<file path="src/rtl/adc_signal_conditioner.sv">
// -----------------------------------------------------------------------------
// adc_signal_conditioner
//   Turns the raw accel-pedal (CH0) and CdS light (CH1) bytes coming from the
//   SPI ADC controller into clean values for the speed model and the headlight
//   logic. Both channels are sampled once per SAMPLE_DIV clocks and
//   boxcar-averaged over 2^AVG_LOG2 samples. The accel average has a deadband
//   at the bottom, and the CdS average drives a hysteretic "dark" flag.
//
// Ports
//   clk           in   1  system clock
//   rst           in   1  asynchronous, active-high reset
//   adc_accel     in   8  raw accel byte (only the tick-cycle value is used)
//   adc_cds       in   8  raw CdS byte (only the tick-cycle value is used)
//   accel_level   out  8  averaged accel after deadband
//   cds_level     out  8  averaged CdS value
//   dark          out  1  headlight request with hysteresis
//   sample_valid  out  1  one-cycle pulse when the outputs update
// -----------------------------------------------------------------------------
module adc_signal_conditioner #(
    parameter int SAMPLE_DIV     = 50000,
    parameter int AVG_LOG2       = 3,
    parameter int ACCEL_DEADBAND = 8,
    parameter int CDS_DARK_ON    = 60,
    parameter int CDS_DARK_OFF   = 80
) (
    input  logic       clk,
    input  logic       rst,
    input  logic [7:0] adc_accel,
    input  logic [7:0] adc_cds,
    output logic [7:0] accel_level,
    output logic [7:0] cds_level,
    output logic       dark,
    output logic       sample_valid
);

    localparam int DEPTH = 1 << AVG_LOG2;
    localparam int SUM_W = 8 + AVG_LOG2;
    localparam int CNT_W = $clog2(SAMPLE_DIV);

    localparam logic [CNT_W-1:0] CNT_LAST    = CNT_W'(SAMPLE_DIV - 1);
    localparam logic [7:0]       DEADBAND    = 8'(ACCEL_DEADBAND);
    localparam logic [7:0]       DARK_ON_TH  = 8'(CDS_DARK_ON);
    localparam logic [7:0]       DARK_OFF_TH = 8'(CDS_DARK_OFF);

    typedef enum logic [1:0] {
        S_WAIT   = 2'd0,
        S_UPDATE = 2'd1,
        S_OUTPUT = 2'd2
    } state_t;

    // ---------------------------------------------------------------- tick
    logic [CNT_W-1:0] tick_cnt_q;
    logic [CNT_W-1:0] tick_cnt_d;
    logic             tick;

    assign tick       = (tick_cnt_q == CNT_LAST);
    assign tick_cnt_d = tick ? '0 : tick_cnt_q + CNT_W'(1);

    always_ff @(posedge clk or posedge rst) begin
        if (rst) begin
            tick_cnt_q <= '0;
        end else begin
            tick_cnt_q <= tick_cnt_d;
        end
    end

    // ----------------------------------------------------------------- FSM
    state_t state_q;
    state_t state_d;

    always_comb begin
        state_d = state_q;
        case (state_q)
            S_WAIT:   if (tick) state_d = S_UPDATE;
            S_UPDATE: state_d = S_OUTPUT;
            S_OUTPUT: state_d = S_WAIT;
            default:  state_d = S_WAIT;
        endcase
    end

    always_ff @(posedge clk or posedge rst) begin
        if (rst) begin
            state_q <= S_WAIT;
        end else begin
            state_q <= state_d;
        end
    end

    // ------------------------------------------------- capture and pointer
    // Channel 0 is accel, channel 1 is CdS.
    logic [1:0][7:0]      hold_q;
    logic [AVG_LOG2-1:0]  wr_ptr_q;

    always_ff @(posedge clk or posedge rst) begin
        if (rst) begin
            hold_q   <= '0;
            wr_ptr_q <= '0;
        end else begin
            if (state_q == S_WAIT && tick) begin
                hold_q <= {adc_cds, adc_accel};
            end
            // Depth is a power of two, so the natural wrap of the pointer
            // returns it from DEPTH-1 to 0.
            if (state_q == S_UPDATE) begin
                wr_ptr_q <= wr_ptr_q + AVG_LOG2'(1);
            end
        end
    end

    // ------------------------------------------- per-channel running sums
    logic [7:0] avg [2];

    for (genvar gi = 0; gi < 2; gi++) begin : g_chan
        logic [7:0]       ring_q [DEPTH];
        logic [SUM_W-1:0] sum_q;
        logic [SUM_W-1:0] sum_d;

        // Drop the oldest sample and add the newest in a single full-width
        // expression; the true result always fits, so modular wrap of the
        // intermediate terms is harmless.
        assign sum_d = sum_q + SUM_W'(hold_q[gi]) - SUM_W'(ring_q[wr_ptr_q]);

        always_ff @(posedge clk or posedge rst) begin
            if (rst) begin
                sum_q <= '0;
                for (int i = 0; i < DEPTH; i++) begin
                    ring_q[i] <= '0;
                end
            end else if (state_q == S_UPDATE) begin
                sum_q           <= sum_d;
                ring_q[wr_ptr_q] <= hold_q[gi];
            end
        end

        // Upper 8 bits of the sum are the truncated average.
        assign avg[gi] = sum_q[SUM_W-1 -: 8];
    end

    // ------------------------------------------------------------- outputs
    logic [7:0] accel_level_q;
    logic [7:0] cds_level_q;
    logic       dark_q;
    logic       sample_valid_q;

    always_ff @(posedge clk or posedge rst) begin
        if (rst) begin
            accel_level_q  <= '0;
            cds_level_q    <= '0;
            dark_q         <= 1'b0;
            sample_valid_q <= 1'b0;
        end else begin
            sample_valid_q <= (state_q == S_OUTPUT);
            if (state_q == S_OUTPUT) begin
                cds_level_q   <= avg[1];
                accel_level_q <= (avg[0] <= DEADBAND) ? 8'd0 : avg[0];
                // Between the two thresholds the previous decision is kept.
                if (avg[1] < DARK_ON_TH) begin
                    dark_q <= 1'b1;
                end else if (avg[1] > DARK_OFF_TH) begin
                    dark_q <= 1'b0;
                end
            end
        end
    end

    assign accel_level  = accel_level_q;
    assign cds_level    = cds_level_q;
    assign dark         = dark_q;
    assign sample_valid = sample_valid_q;

endmodule

</file>
<file path="config.mk">
export PLATFORM = sky130hd
export DESIGN_NAME = adc_signal_conditioner
export DESIGN_NICKNAME = d
export VERILOG_FILES = /design/src/rtl/adc_signal_conditioner.sv
export SDC_FILE = /design/constraint.sdc
export NUM_CORES = 1
export LEC_CHECK = 0
export ABC_CLOCK_PERIOD_IN_PS = 20400
export CAP_MARGIN = 30
export CORE_MARGIN = 10
export CORE_UTILIZATION = 51
export CTS_CLUSTER_DIAMETER = 60
export DETAILED_ROUTE_END_ITERATION = 12
export GPL_TIMING_DRIVEN = 0
export PLACE_DENSITY = 0.68
export SETUP_SLACK_MARGIN = 0.5
export SYNTH_ARGS = -nofsm -noshare
export SYNTH_HDL_FRONTEND = slang
export SYNTH_SLANG_ARGS = --single-unit
export TNS_END_PERCENT = 5
</file>
<file path="constraint.sdc">
create_clock -name clk -period 20.4 [get_ports clk]
set_input_delay 4.08 -clock clk [delete_from_list [all_inputs] [get_ports clk]]
set_output_delay 4.08 -clock clk [all_outputs]
set_load 0.01 [all_outputs]
</file>
==> results.sh, run 1 <==
export IMPL_cts_root_buf="clkbuf_16"
export IMPL_grt_max_degree=129
export IMPL_ir_drop_uv=71.9
export IMPL_die_area_mm2=0.0260
export IMPL_tightest_slew_ns=0.811
export IMPL_leakagePower_nw=5.43
export IMPL_synth_top_cell_area_share_pct=50.4
export IMPL_syn_inst=838
export IMPL_drt_first_pass_iters=5
export IMPL_crit_path_cell_trace="clkdlybuf4s50_1"
export IMPL_cts_resized=0
export IMPL_stdcell_count=1181
export IMPL_die_h_um=161
export IMPL_clk_latency_ns=0.51
export IMPL_cp_top_family="buffers and inverters"
export IMPL_fmax_ghz=0.182
export IMPL_fin_nets=960
export IMPL_critPathSlowestCell="clkdlybuf4s50_1"
export IMPL_hold_viol=0
export IMPL_placed_cells=1139
export IMPL_numPortBuffers=35
export IMPL_drt_antenna_violating_nets=0
export IMPL_fin_setup_tns_ns=0
export IMPL_synth_cell_types=55
export IMPL_ys_seq_elements=205
export IMPL_grt_first_pass_wirelength_um=35100
export IMPL_fillCellCount=1651
export IMPL_dp_hpwl_um=15000
export IMPL_htreeDepth=1
export IMPL_use_met3_pct=3.28
export IMPL_initial_core_util_pct=52.2
export IMPL_ios=36
export IMPL_gp_congestion=0.818
export IMPL_crit_buf_inv=1
export IMPL_viasPerCell=5.48
export IMPL_syn_to_final_growth_pct=14.7
export IMPL_regArea_mm2=0.00513
export IMPL_critPathRequiredTime_ns=16.32
export IMPL_synth_area_leader_cell="dfrtp_1"
export IMPL_multi_input_area_mm2=0.00457
export IMPL_maxCapViolCount=0
export IMPL_hold_buffers=0
export IMPL_worst_setup_path_start_kind="flip-flop"
export IMPL_cts_tree="built"
export IMPL_cp_max_fo=2
export IMPL_synth_async_reset_ratio_pct=100
export IMPL_fp_dieW_um=161
export IMPL_syn_area_per_cell_um2=12.2
export IMPL_synth_edff_count=0
export IMPL_yosys_warnings=0
export IMPL_fp_row_count=51
export IMPL_fin_area_mm2=0.0117
export IMPL_synth_area_mm2=0.0102
export IMPL_grt_total_usage_pct=16.3
export IMPL_first_global_vias=6531
export IMPL_coreArea_mm2=0.0195
export IMPL_drive_gt1_share_pct=22.4
export IMPL_wl_per_cell_um=17.8
export IMPL_synth_nets=899
export IMPL_busiest_layer="met2"
export IMPL_crit_arrival_ns=1.41
export IMPL_status="complete, no violations"
export IMPL_rsz0062_at_grt="no"
export IMPL_cts_clk_slew_worst_paths_ns=0.06
export IMPL_ys_top_cells_by_area="dfrtp_1 50%, mux2_2 9.3%, mux4_2 7.1%"
export IMPL_max_slew_margin_pct=46.0
export IMPL_antenna_found_initial=0
export IMPL_critPathKind="flip-flop to primary output"
export IMPL_power_density_mw_per_mm2=74.4
export IMPL_synth_seq_area_share_pct=50.4
export IMPL_skew_ns=0.00971
export IMPL_wirelength_um=21000
export IMPL_numCtsBuffers=23
export IMPL_post_cts_buffers=0
export IMPL_finalCriticalPeriod_ns=5.49
export IMPL_num_antenna_cells=0
export IMPL_drtIter0Drc=347
export IMPL_grt_overflow_total=0
export IMPL_ctsLongestPathBuffers=3
export IMPL_postPlaceCellArea_mm2=0.0109
export IMPL_setup_slack_ns=14.91
export IMPL_clock_sinks=205
export IMPL_drv_slew=0
export IMPL_vias=6474
export IMPL_max_stage_delay_ns=0.55
export IMPL_finalSetupViolCount=0
export IMPL_dp_slack_ns=14.77
export IMPL_grt_use_met2_pct=24.9
export IMPL_drc=0
export IMPL_met1_usage_pct=23.4
export IMPL_min_path_type="flip-flop to flip-flop"
export IMPL_ys_flop_type="dfrtp_1"
export IMPL_period_share_pct=26.9
export IMPL_endpoint_kind="primary output"
## final cells by class
cell class | instances | area share (%)
tap | 265 | 2.84
clock buffer | 36 | 6.11
multi-input combinational | 521 | 39.1
buffer | 39 | 1.81
sequential | 205 | 43.9
timing repair buffer | 36 | 3.23
inverter | 73 | 2.45
clock inverter | 6 | 0.557
## path summary, 6_finish.rpt
| kind | depth (start not counted) | slack, ns | start | to |
|---|---|---|---|---|
| max reg2reg | 11 | 16.31 | wr_ptr_q[1] | g_chan[1].sum_q[10] |
| max in group asynchronous | 3 | 15.36 | rst | g_chan[1].ring_q[30] |
| max | 1 | 14.91 | cds_level[5] | cds_level[5] |
| min in group asynchronous | 2 | 4.03 | rst | tick_cnt_q[11] |
| min | 2 | 0.48 | g_chan[0].ring_q[53] | g_chan[0].ring_q[53] |
| min reg2reg | 2 | 0.48 | g_chan[0].ring_q[53] | g_chan[0].ring_q[53] |
## routing by layer
metal	wire (um)	vias up
met5	0	-
met4	332	0
met3	1040	35
met2	9420	123
met1	10200	3290
li1	-	3026
## sequential cells by signal (all words and copies together) (netlist names)
signal         flops
state_q            2
dark               1
sample_valid       1
hold_q            16
g_chan.sum_q      22
wr_ptr_q           3
g_chan.ring_q    128
accel_level        8
tick_cnt_q        16
cds_level          8
## cells by family (layout without fill, tap and decap cells)
kind of cell / Yosys count / count (layout) / share of synthesized area [%]
multiplexers: 141 / 141 / 19.8
flip-flops: 205 / 205 / 50.4
AO/OA/AOI/OAI: 132 / 132 / 7.48
XOR/XNOR: 28 / 28 / 2.41
buffers and inverters: 112 / 190 / 4.81
AND/OR/NAND/NOR: 177 / 177 / 8.65
adder cells (fa/ha/maj): 43 / 43 / 6.46
## power breakdown
| group | internal, mW | switching, mW |
|---|---|---|
| sequential | 0.408 | 0.00337 |
| combinational | 0.0149 | 0.0228 |
| clock | 0.253 | 0.167 |
| total | 0.677 | 0.193 |
## through the flow
stage                     utilization (%)  hold slack, ns  power, mW
final                                59.8           0.477      0.870
after global routing                 59.8           0.504      0.900
after CTS                            59.8           0.479      0.876
after detailed placement             55.8           0.466      0.457
after global placement               55.7           0.457      0.456
after floorplan                         -           0.445      0.445
## cell usage after synthesis (all sizes together), types with 5 or more instances
cell type / instances
dfrtp: 205
mux2: 107
nand2: 99
o21ai: 83
inv: 72
mux4: 32
ha: 27
nor2: 21
clkbuf: 20
buf: 19
fa: 16
nand3: 16
xor2: 16
a21oi: 15
xnor2: 12
o211ai: 11
nand2b: 7
nor3: 7
a22o: 6
nand4: 5
## layout by cell type, fill, tap and decap left out, types with 3 or more instances in the layout
cell type        count
o21ai_0             83
clkdlybuf4s50_1     35
o211ai_1            11
xor2_1              16
and3_1               4
fa_1                16
mux2_2              84
xnor2_1             12
a22o_1               6
buf_6                3
a21oi_1             15
a2bb2oi_1            3
nand2b_1             7
dfrtp_1            205
inv_1               71
mux4_2              32
a21o_1               3
buf_2               12
clkbuf_1            24
and2_1               3
nand3_1             16
nand2_1             98
nand4_1              4
mux2_1               3
buf_4                3
mux2_4              20
nor3_1               6
clkbuf_16           23
nor2_1              20
ha_1                27
clkbuf_8             9
(Power assumes the default switching activity.)
==> run 2, diff against run 1 <==
- ABC_CLOCK_PERIOD_IN_PS: 20400 -> 4500
- PLACE_DENSITY: 0.68 -> 0.71
- clock period: 20.4 -> 4.5 ns (I/O delays scaled with it)
==> run 2 against run 1 <==
Compared with the run above:
- utilization shrank 0.22 points
- via count grew 0.86%
- worst hold slack lost 0.0011 ns
- sequential share of layout area grew 0.17 points
- largest power group is now sequential cells
- clock skew grew 0.0051 ns
- largest cell class unchanged
- global-route usage grew 0.52 points
- critical path depth grew 11
- combinational power grew to 4.8 times the previous value
- first-iteration DRC count grew 0.58%
==> results.sh, run 2 (synthesis results as in run 1) <==
export IMPL_die_area_mm2=0.0260
export IMPL_dr_wl_met3_um=934
export IMPL_grt_total_usage_pct=16.8
export IMPL_clock_sinks=205
export IMPL_gp_congestion=0.825
export IMPL_rr_startpoint="wr_ptr_q[0]"
export IMPL_drc=0
export IMPL_grt_first_pass_wirelength_um=36300
export IMPL_worst_setup_path_start_kind="flip-flop"
export IMPL_fp_dieW_um=161
export IMPL_antenna_found_initial=0
export IMPL_power_density_mw_per_mm2=320
export IMPL_initial_core_util_pct=52.2
export IMPL_num_antenna_cells=0
export IMPL_hold_start="accel_level[5]"
export IMPL_largest_reg_flops=128
export IMPL_coreArea_mm2=0.0195
export IMPL_die_h_um=161
export IMPL_regMostFlops="g_chan.ring_q"
export IMPL_fp_row_count=51
export IMPL_maxCapViolCount=0
export IMPL_drtIter0Drc=349
export IMPL_drt_first_pass_iters=5
export IMPL_whs_path_depth=2
export IMPL_ios=36
export IMPL_hold_buffers=0
export IMPL_dp_hpwl_um=15400
export IMPL_dr_wl_met2_um=9650
export IMPL_ff2ff_path_depth=12
export IMPL_tightest_slew_ns=0.604
export IMPL_finalSetupViolCount=0
export IMPL_post_cts_buffers=0
export IMPL_final_common_cell="dfrtp_1"
export IMPL_grt_overflow_total=0
export IMPL_crit_path_cell_trace="buf_4, buf_4, mux4_2, mux2_2, fa_1, inv_1, fa_1, a21oi_1, o211ai_1, a21boi_0, xor2_1, o21ai_0"
export IMPL_vias=6530
export IMPL_hold_viol=0
export IMPL_rsz0062_at_grt="yes"
export IMPL_fmax_ghz=0.261
export IMPL_top_layer="met4"
export IMPL_cts_clk_slew_worst_paths_ns=0.06
export IMPL_max_stage_delay_ns=0.57
export IMPL_htreeDepth=1
export IMPL_period_share_pct=85.1
export IMPL_cp_max_fo=10
export IMPL_finalCriticalPeriod_ns=3.83
export IMPL_reg2reg_to="g_chan[0].sum_q[8]"
export IMPL_viasPerCell=5.55
export IMPL_skew_ns=0.0148
export IMPL_ff2ff_setup_slack_ns=0.67
export IMPL_min_path_type="flip-flop to flip-flop"
export IMPL_cts_tree="built"
export IMPL_grt_max_degree=42
export IMPL_drv_slew=0
export IMPL_wl_per_cell_um=18.1
export IMPL_power_mw=3.72
export IMPL_critPathRequiredTime_ns=4.86
export IMPL_status="complete, no violations"
export IMPL_cts_root_buf="clkbuf_16"
export IMPL_met1Wirelength_um=10200
export IMPL_top_regs="g_chan.ring_q x128, g_chan.sum_q x22"
export IMPL_first_global_vias=6877
export IMPL_leakagePower_nw=5.41
export IMPL_ctsLongestPathBuffers=3
export IMPL_fin_nets=963
export IMPL_crit_arrival_ns=4.19
export IMPL_critPathSlowestCell="mux4_2"
export IMPL_syn_to_final_growth_pct=14.3
export IMPL_endpoint_kind="flip-flop"
export IMPL_setup_slack_ns=0.670
export IMPL_layout_common_cells="205 x dfrtp_1, 98 x nand2_1, 84 x mux2_2"
export IMPL_fin_setup_tns_ns=0
export IMPL_drt_antenna_violating_nets=0
export IMPL_dp_slack_ns=0.449
export IMPL_critPathKind="flip-flop to flip-flop"
export IMPL_ir_drop_uv=283
export IMPL_min_to="accel_level[5]"
export IMPL_numPortBuffers=35
export IMPL_drive_gt1_share_pct=22.4
export IMPL_max_slew_margin_pct=59.7
export IMPL_numCtsBuffers=22
export IMPL_clk_latency_ns=0.51
export IMPL_wirelength_um=21300
export IMPL_fillCellCount=1590
[run 2: timing repair]
action / 4_1_cts / 5_1_grt
hold endpoints to repair: 0 / 0
cloned: 0 / 0
endpoints found under the setup margin: 5 / 11
resized for setup: 1 / 8
[run 2: stage by stage]
stage,instance area [um2],instances,hold slack (ns),utilization (%)
floorplan,10200,838,0.445,-
global placement,10900,1138,0.456,55.7
detailed placement,11000,1143,0.468,56.2
CTS,11600,1177,0.481,59.6
global route,11600,1177,0.506,59.6
finish,11600,1177,0.476,59.6
[run 2: power breakdown]
| part | internal, mW | switching [mW] | leakage (nW) |
|---|---|---|---|
| sequential | 1.85 | 0.0150 | 2.81 |
| clock | 0.973 | 0.703 | 0.323 |
| combinational | 0.0742 | 0.106 | 2.27 |
[run 2: how the worst max path moves through the flow]
stage | to | slack [ns] | cells past startpoint | from
2_1_floorplan | accel_level[0] | 0.94 | 1 | rst
3_3_place_gp | g_chan[1].ring_q[14] | -0.68 | 2 | rst
3_5_place_dp | g_chan[0].sum_q[8] | 0.45 | 12 | wr_ptr_q[1]
4_1_cts | g_chan[1].sum_q[10] | 0.46 | 11 | wr_ptr_q[1]
5_1_grt | g_chan[0].sum_q[8] | 0.49 | 12 | wr_ptr_q[0]
6_report | g_chan[0].sum_q[8] | 0.67 | 12 | wr_ptr_q[0]
[run 2: layer usage]
| layer | GRT usage [%] | vias up |
|---|---|---|
| met5 | 0 | - |
| met2 | 26.2 | 148 |
| met4 | 5.38 | 0 |
| met1 | 23.6 | 3295 |
| met3 | 2.75 | 40 |
| li1 | - | 3047 |
[run 2: final cells by class]
class	instances	area (um2)	share of cell area, %
Buffer	39	220	1.89
Clock buffer	31	636	5.46
Clock inverter	3	18.8	0.161
Inverter	73	283	2.43
Multi-Input combinational cell	521	4570	39.3
Sequential cell	205	5130	44.1
Tap cell	265	332	2.85
Timing Repair Buffer	40	450	3.87
[run 2: critical path: cells and delay by family, from the launching register on]
family | cells | cell delay, ns
AOI/OAI and AO/OA | 4 | 0.72
xor gates and xnor gates | 1 | 0.16
adders and majority gates | 2 | 0.94
buffers and inverters | 3 | 0.61
DFF | 1 | 0.37
muxes | 2 | 0.87
